--- config.mk ---
export PLATFORM = sky130hd
export DESIGN_NAME = calc_core_n
export DESIGN_NICKNAME = d
export VERILOG_FILES = /design/src/rtl/calc_core_n.sv
export SDC_FILE = /design/constraint.sdc
export NUM_CORES = 1
export LEC_CHECK = 0
export ABC_CLOCK_PERIOD_IN_PS = 9000
export BUFFER_PORTS_ARGS = -buffer_cell sky130_fd_sc_hd__buf_2
export CORE_MARGIN = 1.5
export CORE_UTILIZATION = 50
export DETAILED_ROUTE_END_ITERATION = 10
export PLACE_DENSITY = 0.68
export SETUP_SLACK_MARGIN = 0.15
export SYNTH_ARGS = -nofsm -noshare
export SYNTH_HDL_FRONTEND = slang
export SYNTH_SLANG_ARGS = --single-unit
--- constraint.sdc ---
create_clock -name clock -period 9 [get_ports clock]
set_clock_uncertainty 0.2 [all_clocks]
set_input_delay 0.45 -clock clock [delete_from_list [all_inputs] [get_ports clock]]
set_output_delay 0.45 -clock clock [all_outputs]
set_load 0.005 [all_outputs]
--- src/rtl/calc_core_n.sv ---
// ---------------------------------------------------------------------------
// calc_core_n
//   N-digit unsigned decimal calculator core. Commands arrive one at a time
//   over a valid/ready handshake. Supported operations are chained + - *,
//   with a shift-add multiplier and a double-dabble binary-to-BCD converter
//   that drives N seven-segment displays.
//
// Ports
//   clock      in   system clock, rising edge
//   reset      in   asynchronous active-low reset
//   cmd        in   0-9 digit, A '+', B '-', C '*', D reserved, E '=', F clear
//   cmd_valid  in   command present; accepted when cmd_valid & cmd_ready
//   cmd_ready  out  core can accept a command
//   displays   out  [0] = least significant digit, active-low {g,f,e,d,c,b,a}
//   status     out  00 ready, 01 busy, 10 error
//   digits     out  binary value currently shown
//
// State      | meaning
// -----------+-----------------------------------------------------------
// ENTER_A    | entering the first operand, or holding a '=' result
// ENTER_B    | entering the second operand; operator pending
// EXEC       | computing A op B (1 cycle for + and -, W cycles for *)
// CONV       | converting a value to BCD for the displays (W cycles)
// ERR        | overflow/underflow shown; only clear is honoured
// ---------------------------------------------------------------------------
module calc_core_n #(
    parameter int N_DIGITS = 8
) (
    input  logic                                 clock,
    input  logic                                 reset,
    input  logic [3:0]                           cmd,
    input  logic                                 cmd_valid,
    output logic                                 cmd_ready,
    output logic [N_DIGITS-1:0][6:0]             displays,
    output logic [1:0]                           status,
    output logic [$clog2(10**N_DIGITS)-1:0]      digits
);

    localparam int W  = $clog2(10**N_DIGITS);
    localparam int BW = 4 * N_DIGITS;
    localparam int CW = $clog2(W + 1);
    localparam int KW = $clog2(N_DIGITS + 1);

    localparam logic [W-1:0]  MAXV     = W'(10**N_DIGITS - 1);
    localparam logic [CW-1:0] CNT_LOAD = CW'(W - 1);

    typedef enum logic [2:0] {
        ENTER_A,
        ENTER_B,
        EXEC,
        CONV,
        ERR
    } state_t;

    typedef enum logic [1:0] {
        OP_ADD,
        OP_SUB,
        OP_MUL
    } op_t;

    function automatic logic [6:0] seg7(input logic [3:0] d);
        logic [6:0] s;
        case (d)
            4'd0:    s = 7'h40;
            4'd1:    s = 7'h79;
            4'd2:    s = 7'h24;
            4'd3:    s = 7'h30;
            4'd4:    s = 7'h19;
            4'd5:    s = 7'h12;
            4'd6:    s = 7'h02;
            4'd7:    s = 7'h78;
            4'd8:    s = 7'h00;
            4'd9:    s = 7'h10;
            default: s = 7'h7F;
        endcase
        return s;
    endfunction

    // Digit 0 gets one pattern, all higher digits another.
    function automatic logic [N_DIGITS-1:0][6:0] disp_fill(input logic [6:0] lo,
                                                          input logic [6:0] hi);
        logic [N_DIGITS-1:0][6:0] d;
        for (int i = 0; i < N_DIGITS; i++) begin
            d[i] = (i == 0) ? lo : hi;
        end
        return d;
    endfunction

    state_t                    r_state;
    state_t                    w_state_nxt;
    state_t                    r_ret;
    op_t                       r_op;
    op_t                       r_op_pend;
    logic                      r_eq;
    logic                      r_res_mode;
    logic [KW-1:0]             r_count;
    logic [CW-1:0]             r_cnt;
    logic [W-1:0]              r_acc;
    logic [W-1:0]              r_a;
    logic [W-1:0]              r_b;
    logic [2*W-1:0]            r_mcand;
    logic [W-1:0]              r_mplier;
    logic [2*W-1:0]            r_prod;
    logic [W-1:0]              r_bin;
    logic [BW-1:0]             r_bcd;
    logic [W-1:0]              r_conv_val;
    logic [N_DIGITS-1:0][6:0]  r_displays;
    logic [W-1:0]              r_digits;

    logic                      w_accept;
    logic                      w_is_digit;
    logic                      w_is_op;
    logic                      w_is_eq;
    logic                      w_is_clr;
    logic                      w_room;
    op_t                       w_cmd_op;
    logic                      w_in_entry;
    logic                      w_ev_clr;
    logic                      w_ev_digit;
    logic                      w_ev_op_a;
    logic                      w_ev_op_repl;
    logic                      w_ev_exec;
    logic [W-1:0]              w_acc_digit;
    logic [W:0]                w_sum;
    logic [W-1:0]              w_diff;
    logic [2*W-1:0]            w_prod_nxt;
    logic                      w_exec_done;
    logic [W-1:0]              w_exec_res;
    logic                      w_exec_err;
    logic [BW-1:0]             w_bcd_adj;
    logic [BW-1:0]             w_bcd_nxt;
    logic [N_DIGITS-1:0][6:0]  w_disp_new;

    // ---------------- command decode ----------------
    assign w_accept   = cmd_valid & cmd_ready;
    assign w_is_digit = (cmd <= 4'd9);
    assign w_is_op    = (cmd == 4'hA) || (cmd == 4'hB) || (cmd == 4'hC);
    assign w_is_eq    = (cmd == 4'hE);
    assign w_is_clr   = (cmd == 4'hF);
    assign w_room     = (r_count < KW'(N_DIGITS));
    assign w_in_entry = (r_state == ENTER_A) || (r_state == ENTER_B);

    always_comb begin
        w_cmd_op = OP_ADD;
        case (cmd)
            4'hB:    w_cmd_op = OP_SUB;
            4'hC:    w_cmd_op = OP_MUL;
            default: w_cmd_op = OP_ADD;
        endcase
    end

    assign w_ev_clr     = w_accept & w_is_clr;
    assign w_ev_digit   = w_accept & w_in_entry & w_is_digit & w_room;
    assign w_ev_op_a    = w_accept & (r_state == ENTER_A) & w_is_op;
    assign w_ev_op_repl = w_accept & (r_state == ENTER_B) & w_is_op & (r_count == '0);
    assign w_ev_exec    = w_accept & (r_state == ENTER_B) & (r_count != '0) & (w_is_op | w_is_eq);

    // After a '=' result the first digit starts a fresh number.
    assign w_acc_digit = (r_res_mode ? '0 : ((r_acc << 3) + (r_acc << 1))) + W'(cmd);

    // ---------------- arithmetic ----------------
    assign w_sum      = {1'b0, r_a} + {1'b0, r_b};
    assign w_diff     = r_a - r_b;
    assign w_prod_nxt = r_prod + (r_mplier[0] ? r_mcand : '0);

    assign w_exec_done = (r_state == EXEC) && ((r_op != OP_MUL) || (r_cnt == '0));

    always_comb begin
        w_exec_res = '0;
        w_exec_err = 1'b0;
        case (r_op)
            OP_ADD: begin
                w_exec_res = w_sum[W-1:0];
                w_exec_err = (w_sum > {1'b0, MAXV});
            end
            OP_SUB: begin
                w_exec_res = w_diff;
                w_exec_err = (r_b > r_a);
            end
            OP_MUL: begin
                w_exec_res = w_prod_nxt[W-1:0];
                w_exec_err = (w_prod_nxt > {{W{1'b0}}, MAXV});
            end
            default: begin
                w_exec_res = '0;
                w_exec_err = 1'b0;
            end
        endcase
    end

    // ---------------- double dabble step ----------------
    always_comb begin
        w_bcd_adj = r_bcd;
        for (int i = 0; i < N_DIGITS; i++) begin
            if (r_bcd[4*i +: 4] >= 4'd5) begin
                w_bcd_adj[4*i +: 4] = r_bcd[4*i +: 4] + 4'd3;
            end
        end
    end

    assign w_bcd_nxt = (w_bcd_adj << 1) | BW'(r_bin[W-1]);

    // Segment patterns from the final BCD, blanking leading zeros.
    always_comb begin
        logic seen;
        seen       = 1'b0;
        w_disp_new = '0;
        for (int i = N_DIGITS - 1; i >= 0; i--) begin
            if (w_bcd_nxt[4*i +: 4] != 4'd0) begin
                seen = 1'b1;
            end
            w_disp_new[i] = (seen || (i == 0)) ? seg7(w_bcd_nxt[4*i +: 4]) : 7'h7F;
        end
    end

    // ---------------- FSM ----------------
    always_ff @(posedge clock or negedge reset) begin
        if (!reset) begin
            r_state <= ENTER_A;
        end else begin
            r_state <= w_state_nxt;
        end
    end

    always_comb begin
        w_state_nxt = r_state;
        case (r_state)
            ENTER_A, ENTER_B: begin
                if (w_ev_clr || w_ev_digit || w_ev_op_a || w_ev_op_repl) begin
                    w_state_nxt = CONV;
                end else if (w_ev_exec) begin
                    w_state_nxt = EXEC;
                end
            end
            EXEC: begin
                if (w_exec_done) begin
                    w_state_nxt = w_exec_err ? ERR : CONV;
                end
            end
            CONV: begin
                if (r_cnt == '0) begin
                    w_state_nxt = r_ret;
                end
            end
            ERR: begin
                if (w_ev_clr) begin
                    w_state_nxt = CONV;
                end
            end
            default: w_state_nxt = ENTER_A;
        endcase
    end

    always_comb begin
        cmd_ready = 1'b0;
        status    = 2'b00;
        case (r_state)
            ENTER_A, ENTER_B: cmd_ready = 1'b1;
            ERR: begin
                cmd_ready = 1'b1;
                status    = 2'b10;
            end
            EXEC, CONV: status = 2'b01;
            default: begin
                cmd_ready = 1'b0;
                status    = 2'b00;
            end
        endcase
    end

    // ---------------- datapath ----------------
    always_ff @(posedge clock or negedge reset) begin
        if (!reset) begin
            r_ret      <= ENTER_A;
            r_op       <= OP_ADD;
            r_op_pend  <= OP_ADD;
            r_eq       <= 1'b0;
            r_res_mode <= 1'b0;
            r_count    <= '0;
            r_cnt      <= '0;
            r_acc      <= '0;
            r_a        <= '0;
            r_b        <= '0;
            r_mcand    <= '0;
            r_mplier   <= '0;
            r_prod     <= '0;
            r_bin      <= '0;
            r_bcd      <= '0;
            r_conv_val <= '0;
            r_displays <= disp_fill(7'h40, 7'h7F);
            r_digits   <= '0;
        end else if (w_ev_clr) begin
            r_op       <= OP_ADD;
            r_op_pend  <= OP_ADD;
            r_eq       <= 1'b0;
            r_res_mode <= 1'b0;
            r_count    <= '0;
            r_acc      <= '0;
            r_a        <= '0;
            r_b        <= '0;
            r_mcand    <= '0;
            r_mplier   <= '0;
            r_prod     <= '0;
            r_bin      <= '0;
            r_bcd      <= '0;
            r_conv_val <= '0;
            r_cnt      <= CNT_LOAD;
            r_ret      <= ENTER_A;
        end else if (w_ev_digit) begin
            r_acc      <= w_acc_digit;
            r_count    <= r_res_mode ? KW'(1) : r_count + KW'(1);
            r_res_mode <= 1'b0;
            r_bin      <= w_acc_digit;
            r_bcd      <= '0;
            r_conv_val <= w_acc_digit;
            r_cnt      <= CNT_LOAD;
            r_ret      <= r_state;
        end else if (w_ev_op_a) begin
            // Display keeps showing A until the first digit of B arrives.
            r_a        <= r_acc;
            r_op       <= w_cmd_op;
            r_acc      <= '0;
            r_count    <= '0;
            r_res_mode <= 1'b0;
            r_bin      <= r_acc;
            r_bcd      <= '0;
            r_conv_val <= r_acc;
            r_cnt      <= CNT_LOAD;
            r_ret      <= ENTER_B;
        end else if (w_ev_op_repl) begin
            r_op       <= w_cmd_op;
            r_bin      <= r_a;
            r_bcd      <= '0;
            r_conv_val <= r_a;
            r_cnt      <= CNT_LOAD;
            r_ret      <= ENTER_B;
        end else if (w_ev_exec) begin
            r_b        <= r_acc;
            r_op_pend  <= w_cmd_op;
            r_eq       <= w_is_eq;
            r_mcand    <= {{W{1'b0}}, r_a};
            r_mplier   <= r_acc;
            r_prod     <= '0;
            r_cnt      <= CNT_LOAD;
        end else if (r_state == EXEC) begin
            if (r_op == OP_MUL) begin
                r_prod   <= w_prod_nxt;
                r_mcand  <= r_mcand << 1;
                r_mplier <= r_mplier >> 1;
                r_cnt    <= r_cnt - CW'(1);
            end
            if (w_exec_done) begin
                if (w_exec_err) begin
                    r_displays <= disp_fill(7'h06, 7'h3F);
                    r_digits   <= '0;
                end else begin
                    if (r_eq) begin
                        r_acc      <= w_exec_res;
                        r_res_mode <= 1'b1;
                        r_ret      <= ENTER_A;
                    end else begin
                        // Chained operator: result becomes A, new op goes live.
                        r_a   <= w_exec_res;
                        r_op  <= r_op_pend;
                        r_acc <= '0;
                        r_ret <= ENTER_B;
                    end
                    r_count    <= '0;
                    r_bin      <= w_exec_res;
                    r_bcd      <= '0;
                    r_conv_val <= w_exec_res;
                    r_cnt      <= CNT_LOAD;
                end
            end
        end else if (r_state == CONV) begin
            r_bcd <= w_bcd_nxt;
            r_bin <= r_bin << 1;
            r_cnt <= r_cnt - CW'(1);
            // Displays and digits change together, only when conversion completes.
            if (r_cnt == '0) begin
                r_displays <= w_disp_new;
                r_digits   <= r_conv_val;
            end
        end
    end

    assign displays = r_displays;
    assign digits   = r_digits;

endmodule

Word-level counts from Yosys, hierarchy flattened
Memory sizes are Yosys's and may differ from the RTL's.
Cells that the tools add are included.
{ "totals": {"ff_bits": 406, "latchBits": 0, "ram_bits": 0, "rom_bits": 896, "input_bits": 7, "output_inout_bits": 86, "n_memories": 8} }
{ "classes": {"n_addsub": 15, "multipliers": 0, "div_mod_pow": 0, "order_cmp": 13, "eq_ne": 34, "shift": 0, "n_mux": 170, "bitwise_logic": 19, "n_reduce_logical": 49} }
{ "memory_table": {"columns": ["name", "depth", "width", "rd", "rd_ports_with_merged_regs", "wr", "line", "source"], "rows": [
  ["(name not given)", 16, 7, 1, 0, 0, "63", "case (d)"],
  ["(name not given)", 16, 7, 1, 0, 0, "63", null],
  ["(name not given)", 16, 7, 1, 0, 0, "63", null],
  ["(name not given)", 16, 7, 1, 0, 0, "63", null],
  ["(name not given)", 16, 7, 1, 0, 0, "63", null],
  ["(name not given)", 16, 7, 1, 0, 0, "63", null],
  ["2 more memories", null, null, null, null, null, null, null]
]} }
{ "op_table": {"columns": ["operator", "count"], "rows": [
  ["$mux W27", 51],
  ["$mux W54", 15],
  ["$mux W32", 9],
  ["$mux W56", 5],
  ["$pmux W27 S3", 1],
  ["$mux W4", 16],
  ["$add A54 B54 Y54", 1],
  ["$gt A54 B27 Y1 const B", 1],
  ["$reduce_bool A4 Y1", 13],
  ["$mux W5", 10],
  ["$mux W7", 7],
  ["$mux W3", 15],
  ["$ge A4 B3 Y1 const B", 8],
  ["$or A32 B1 Y32", 1],
  ["$add A27 B27 Y28", 1],
  ["$add A4 B2 Y4 const B", 7],
  ["$gt A28 B27 Y1 const B", 1],
  ["$mux W2", 14],
  ["$add A27 B27 Y27", 1],
  ["$add A27 B4 Y27", 1],
  ["$gt A27 B27 Y1", 1],
  ["$sub A27 B27 Y27", 1],
  ["$mux W1", 23],
  ["$eq A4 B4 Y1 const B", 5],
  ["other kinds (41)", 92]
]} }

Depth between registers and ports, before layout
Gate-level depths: netlist of run 1.
{ "logic_depth": {"word_depth": 15, "depth_mapped": 21, "depth_no_buf": 18} }

Worst setup path before layout of run 1
OpenSTA, ideal clock, no wires.
{ "synth_timing": {"path_type": "reg2reg", "from": "register r_mplier[0]", "to": "register r_acc[0]", "t_arrival_ps": 4667, "t_required_ps": 8675, "slack_ps": 4008, "path_stages_with_launch": 20, "path_buffers": 3, "cell_sequence": "dfrtp_1 > clkbuf_1 > clkbuf_1 > and2_1 > ha_1 > fa_1 > a211oi_1 > nor3_1 > nor3_2 > a211oi_2 > or3_1 > o311ai_1 > o211ai_1 > nor4_2 > nand3_1 > o31a_1 > nor3_4 > a21o_2 > buf_6 > mux2_2"} }
{ "synth_via": {"elab_chain_cells": 12, "elab_cells_between_ends": 16, "cone_classes": "add/sub: 1; order compare: 1; eq/ne: 1; mux: 12; reduce/logical: 1"} }
{ "synth_rtl": {"columns": ["item", "line", "source"], "rows": [
  ["start: declaration", "102", "logic [W-1:0] r_mplier;"],
  ["start signal: assignment", "342", "r_mplier <= r_acc;"],
  ["start signal: assignment", "349", "r_mplier <= r_mplier >> 1;"],
  ["$mux W54 (*)", "164", "assign w_prod_nxt = r_prod + (r_mplier[0] ? r_mcand : '0);"],
  ["$add A54 B54 Y54 (*)", "164", null],
  ["branches (longest 10 deep; another with $gt A54 B27 Y1)", null, null],
  ["end signal: assignment", "310", "r_acc <= w_acc_digit;"],
  ["end signal: assignment", "358", "r_acc <= w_exec_res;"],
  ["end: declaration", "98", "logic [W-1:0] r_acc;"]
]} }
Every way passes the cells marked *. The select of a mux whose other input is x is not followed.
A chain may end at the register's enable or synchronous reset.

Final worst setup path of run 1
{ "layout_timing": {"from": "register r_mplier[0]", "to": "register r_displays (netlist bit displays[46])"} }
{ "layout_via": {"elab_chain_cells": 6} }
{ "layout_rtl": {"columns": ["item", "line", "source"], "rows": [
  ["$mux W54", "164", null],
  ["$add A54 B54 Y54", "164", null],
  ["$gt A54 B27 Y1", "182", "w_exec_err = (w_prod_nxt > {{W{1'b0}}, MAXV});"],
  ["$pmux W1 S3", "171", "case (r_op)"],
  ["$ne A2 B2 Y1 (no source line)", null, null],
  ["$reduce_and A9 Y1 (no source line)", null, null],
  ["end signal: assignment", "290", "r_displays <= disp_fill(7'h40, 7'h7F);"],
  ["end signal: assignment", "354", "r_displays <= disp_fill(7'h06, 7'h3F);"],
  ["end signal: assignment", "381", "r_displays <= w_disp_new;"],
  ["end: declaration", "107", "logic [N_DIGITS-1:0][6:0] r_displays;"]
]} }
No other way between the ends.

==> qor.txt, run 1 <==
Max IR drop VDD -> 0.000273 V
Maximum buffer depth of the clock tree -> 3
Critical path class -> flip-flop to flip-flop
Die footprint -> 61100 um2
Yosys warns -> 0
Critical Path End Type -> flip-flop
Std-Cell Core Area -> 59000 um2
Number of unique standard cell types used by synthesis -> 96
Top cell type by total area after synthesis -> dfrtp_1
Min-delay src -> cmd[0]
Die extent in y -> 247 um
Commonest non-fill, non-tap cell in the layout -> nand2_1
Layout cells sized above 1 -> 9.93%
Simple-Gate Fraction of Synth Area -> 19.7%
Largest net degree at the start of global routing -> 166
Yosys reg bits -> 406
Placer's final routability congestion estimate -> 0.970
WHS -> 0.0403 ns
R2r endpoint -> displays[46]
CP Capture Point -> displays[46]
Initial DRC count -> 2440
Pre-CTS setup slack -> 2.29 ns
Mux cell area share after synthesis -> 3.92%
Root Buffer -> clkbuf_16
Clk_lat worst skew -> 0.60 ns
Synthesized area -> 29800 um2
R2r startpoint -> r_mplier[0]
Crit-path max FO -> 46
Largest cells by area after synthesis -> dfrtp_1 (30%), ha_1 (8.1%), o21ai_0 (6.0%)
Footprint of the multi-input gates -> 18200 um2
R2r setup slk -> 2.20 ns
WL/cell -> 20.2 um
Synth top area share -> 29.9%
Minimum clock period -> 6.80 ns
Worst Setup SP -> r_mplier[0]
H-tree depth -> 2
Layout area overhead -> 8.97%
Worst-margin pin slew -> 1.22 ns
DP Wirelength -> 64600 um
Req. time, crit path -> 9.33 ns
Unrepaired setup endpoints after global routing -> false
PwrDens -> 399 nW/um2
Vias/cell -> 6.19
Post-synthesis compound-gate area fraction -> 25.3%
Post-DRT Antenna Nets -> 0
Tot GR Track Use -> 29.1%
Status -> finished clean
Site row count -> 89
Initial core utilization -> 50.5%
Setup_tns -> 0 ns
Period utilization -> 75.5%
Num ports -> 93
Post-synth ARST share -> 100%
Vias -> 27484
Synth Instances -> 3663
Final Non-Filler Cells -> 4438
Register area share after synthesis -> 34.3%
Worst setup margin -> 2.20 ns
Clock sink count -> 406
Fillcell total -> 5594
Post-CTS Setup Repair Bufs -> 0
Post-synth EDFFs -> 0
Reg area -> 10200 um2
Max Clk Rate -> 147 MHz
Slew HR -> 16.7%
Final #Nets -> 3831
Mean Syn Cell Area -> 8.14 um2
Port bufs -> 92
Ys flop type -> dfrtp_1
Final Max Slew Viols -> 0
Vias in the first global route -> 26106
CTS tree -> yes
Remaining DRCs -> 0
Drt pass-1 iters -> 6
Mapped Nets -> 3868
Leakage Power -> 14.7 nW
WL final -> 89700 um
Max_cap viols -> 0
Dpl cells -> 4348
Initial antenna violation count -> 2
Most frequent cells in the layout -> nand2_1 (449), o21ai_0 (358), dfrtp_1 (356)
CTS resizes -> 0
Main combinational cell family by area after synthesis -> compound AO/OA/AOI/OAI gates
Die width -> 247 um
Critical path startpoint category -> flip-flop
Worst Path Arrival -> 7.13 ns
Adder-cell share of the synthesized area -> 8.43%
Global-route wire length before repair -> 143000 um
# setup viols final -> 0
Total clock buffers created by CTS -> 48
Final hold vios -> 0
Clk slew on worst S/H paths -> 0.06 ns
XOR/XNOR share of the synthesized area -> 3.38%
Fin util -> 55.1%
Worst Reg-to-Reg Cells -> 17
Grt ovf -> 0
Hold WC Path Type -> primary input to flip-flop
cell usage after synthesis, types with 11 or more instances:
cell	number
nor4_1	17
o211ai_1	39
xor2_1	31
nand2_1	450
xnor2_1	84
o22ai_1	43
nor2b_1	37
dfrtp_1	356
clkbuf_1	158
a22oi_1	13
inv_1	149
buf_1	18
a21o_1	72
ha_1	193
nor3_1	63
nand3_1	112
or2_2	11
nor3b_1	19
o21ai_0	358
and2_1	66
nand2b_1	24
a22o_1	48
buf_2	33
or3_1	36
a211o_1	13
nand4_1	43
o21a_1	26
o31ai_1	34
a21oi_1	355
nor2_1	291
or4_1	12
mux2i_1	56
mux2_2	49
dfstp_2	50
a211oi_1	36
o21bai_1	23
and3_1	29
a31oi_1	23
critical path, stage by stage (launching register included):
cell and delay [ns]:
dfrtp_1 0.84, buf_4 0.41, and2_1 0.19, ha_1 0.29, a21oi_1 0.29, o22ai_1 0.17
nor3_2 0.47, a211oi_2 0.29, or3_1 0.43, o311ai_1 0.42, o211ai_1 0.18, nor4_2 0.29
nand3_1 0.14, o31a_1 0.42, o31ai_4 0.80, buf_4 0.57, a31oi_1 0.09, a21o_1 0.17
logic make-up (layout without fill, tap and decap cells):
logic type	count (synthesis)	count (layout)
simple gates	1246	1246
compound gates	1218	1218
flops	406	406
buf+inv	370	371
fa+ha+maj	198	198
xor+xnor	115	115
mux	110	110
other cells	0	1
report_power, final:
| part | leakage [nW] | switching (mW) | internal (mW) | total [mW] |
|---|---|---|---|---|
| clock network | 0.886 | 0.827 | 1.39 | 2.21 |
| registers | 5.11 | 0.627 | 2.58 | 3.21 |
| logic | 8.67 | 4.72 | 2.82 | 7.54 |
flip-flops by register name, indices dropped and copies added (netlist names):
register	cells
r_op	2
r_res_mode	1
r_mcand	54
r_bcd	32
digits	27
r_b	27
displays	56
r_bin	27
r_a	27
r_acc	27
r_conv_val	27
r_cnt	5
r_mplier	27
r_ret	3
r_prod	54
r_count	4
r_eq	1
r_state	3
r_op_pend	2
layout make-up:
class | count | area share (%)
Multi-Input combinational cell | 2887 | 55.9
Sequential cell | 406 | 31.4
Timing Repair Buffer | 132 | 2.42
Inverter | 151 | 1.74
Clock buffer | 68 | 4.39
Clock inverter | 20 | 1.13
Tap cell | 773 | 2.98
Antenna cell | 1 | 0.00770
worst min-delay path by stage:
stage / end / depth (start not counted)
finish: r_op_pend[0] / 3
floorplan: digits[0] / 0
global placement: r_mcand[38] / 1
CTS: r_eq / 3
global route: r_op_pend[0] / 3
detailed placement: r_mcand[35] / 1
per-layer routing:
| metal | up-vias | track usage, % | routed length (um) |
|---|---|---|---|
| li1 | 13144 | - | - |
| met1 | 13295 | 40.6 | 40400 |
| met2 | 895 | 47.2 | 41400 |
| met3 | 150 | 3.82 | 5360 |
| met4 | 0 | 8.52 | 2520 |
| met5 | - | 0 | 0 |
stage by stage:
step	total power [mW]	cell area, um2
after floorplan	8.54	29800
after global placement	10.5	30700
after detailed placement	10.6	30700
after CTS	12.9	32500
after global routing	13.9	32500
final	13.0	32500
repair_timing:
item | 4_1_cts | 5_1_grt
endpoints found under the setup margin | 0 | 0
hold buffers | 1 | 0
hold endpoints to repair | 65 | 0
Power figures use the tool's default switching activity.
==> run 2, diff against run 1 <==
Settings changed: ABC_CLOCK_PERIOD_IN_PS 9000 to 6300.
Clock period 9 ns to 6.3 ns, I/O delays scaled along.
==> qor.txt, run 2 (synthesized netlist as in run 1, its figures left out) <==
Status -> finished clean
Placer's final routability congestion estimate -> 0.932
Max_cap viols -> 0
Grt ovf -> 0
Final #Nets -> 3856
Tot Pwr -> 18.5 mW
Critical path class -> flip-flop to flip-flop
Clk slew on worst S/H paths -> 0.06 ns
Num ports -> 93
Final hold vios -> 0
Most frequent cells in the layout -> nand2_1 (449), o21ai_0 (358), dfrtp_1 (356)
Critical Path End Type -> flip-flop
Layout cells sized above 1 -> 10.3%
Worst-margin pin slew -> 1.20 ns
PwrDens -> 565 nW/um2
Clock sink count -> 406
Crit-path max FO -> 55
Commonest non-fill, non-tap cell in the layout -> nand2_1
Port bufs -> 92
Worst Reg-to-Reg Cells -> 18
Worst Path Arrival -> 5.91 ns
Largest net degree at the start of global routing -> 175
Leakage Power -> 14.8 nW
Max Clk Rate -> 178 MHz
Setup_tns -> 0 ns
Dpl cells -> 4368
Period utilization -> 89.3%
Clk_lat worst skew -> 0.60 ns
Root Buffer -> clkbuf_16
Initial core utilization -> 50.5%
DP Wirelength -> 65100 um
Critical path startpoint category -> flip-flop
Vias/cell -> 6.16
Die width -> 247 um
Minimum clock period -> 5.63 ns
Maximum buffer depth of the clock tree -> 3
CTS tree -> yes
Drt pass-1 iters -> 6
Max IR drop VDD -> 0.000475 V
Std-Cell Core Area -> 59000 um2
Number of flip-flops under the largest register name -> 56
Global-route wire length before repair -> 144000 um
Die footprint -> 61100 um2
WL final -> 90000 um
# setup viols final -> 0
Final Max Slew Viols -> 0
R2r setup slk -> 0.67 ns
Initial antenna violation count -> 1
Fin util -> 55.3%
Unrepaired setup endpoints after global routing -> false
Total clock buffers created by CTS -> 46
Post-DRT Antenna Nets -> 0
Final Cell Area -> 32700 um2
Slew HR -> 19.5%
Remaining DRCs -> 0
Tot GR Track Use -> 29.4%
Initial DRC count -> 2448
Layout area overhead -> 9.50%
Req. time, crit path -> 6.58 ns
R2r endpoint -> r_acc[5]
Fillcell total -> 5540
Site row count -> 89
Vias -> 27452
Ant. Diodes -> 0
WL/cell -> 20.2 um
R2r startpoint -> r_mplier[0]
Die extent in y -> 247 um
Placed inst area -> 30900 um2
H-tree depth -> 2
Final Non-Filler Cells -> 4460
Hold WC Path Type -> primary input to async pin
Vias in the first global route -> 25796
==> run 2: critical path, cell delays in order, from the launching register on <==
cell and delay, ns:
dfrtp_1 0.39, buf_12 0.18, and2_1 0.16, ha_1 0.21, fa_1 0.44, a211oi_1 0.40, nor3_1 0.15, nor3_2 0.28
a211oi_2 0.24, or3_1 0.41, o311ai_1 0.38, o211ai_1 0.21, nor4_2 0.34, nand3_1 0.11, o31a_1 0.39, nor3_4 0.21
a21o_2 0.18, buf_12 0.20, mux2_2 0.36
==> run 2: repair_timing <==
action | CTS | global route
buffers inserted | 0 | 0
resized for setup | 0 | 2
hold endpoints to repair | 78 | 0
hold buffers | 8 | 0
setup endpoints to repair | 0 | 6
==> run 2: worst max path at each step <==
stage                      from         to
floorplan           r_mplier[0]   r_acc[0]
global placement    r_mplier[0]     r_a[4]
detailed placement  r_mplier[0]     r_a[6]
CTS                 r_mplier[0]     r_a[6]
global route        r_mplier[0]  digits[4]
finish              r_mplier[0]   r_acc[5]
==> run 2: final cells by class <==
type                            count  area (um2)  share of cell area [%]
Clock buffer                       66        1390                    4.25
Clock inverter                     18         241                   0.739
Inverter                          151         567                    1.74
Multi-Input combinational cell   2887       18200                    55.6
Sequential cell                   406       10200                    31.3
Tap cell                          773         967                    2.96
Timing Repair Buffer              159        1110                    3.39
==> run 2: power by group <==
part | switching [mW] | internal (mW)
Clock | 1.16 | 1.74
Sequential | 0.869 | 3.69
Combinational | 6.81 | 4.19
Total | 8.84 | 9.62
==> run 2: metal layers <==
layer,wire [um],track usage (%),up-vias,part of all wire (%)
met1,40600,41.9,13190,45
met5,0,0,-,0
met3,5470,3.35,176,6.1
li1,-,-,13152,-
met4,2510,8.45,0,2.8
met2,41400,46.8,934,46
==> run 2: through the flow <==
step | setup slack (ns) | hold WS [ns]
global placement | 0.734 | 0.153
finish | 0.672 | 0.105
CTS | 0.636 | 0.124
global route | 0.321 | 0.156
floorplan | 1.31 | -0.181
detailed placement | 0.663 | 0.151
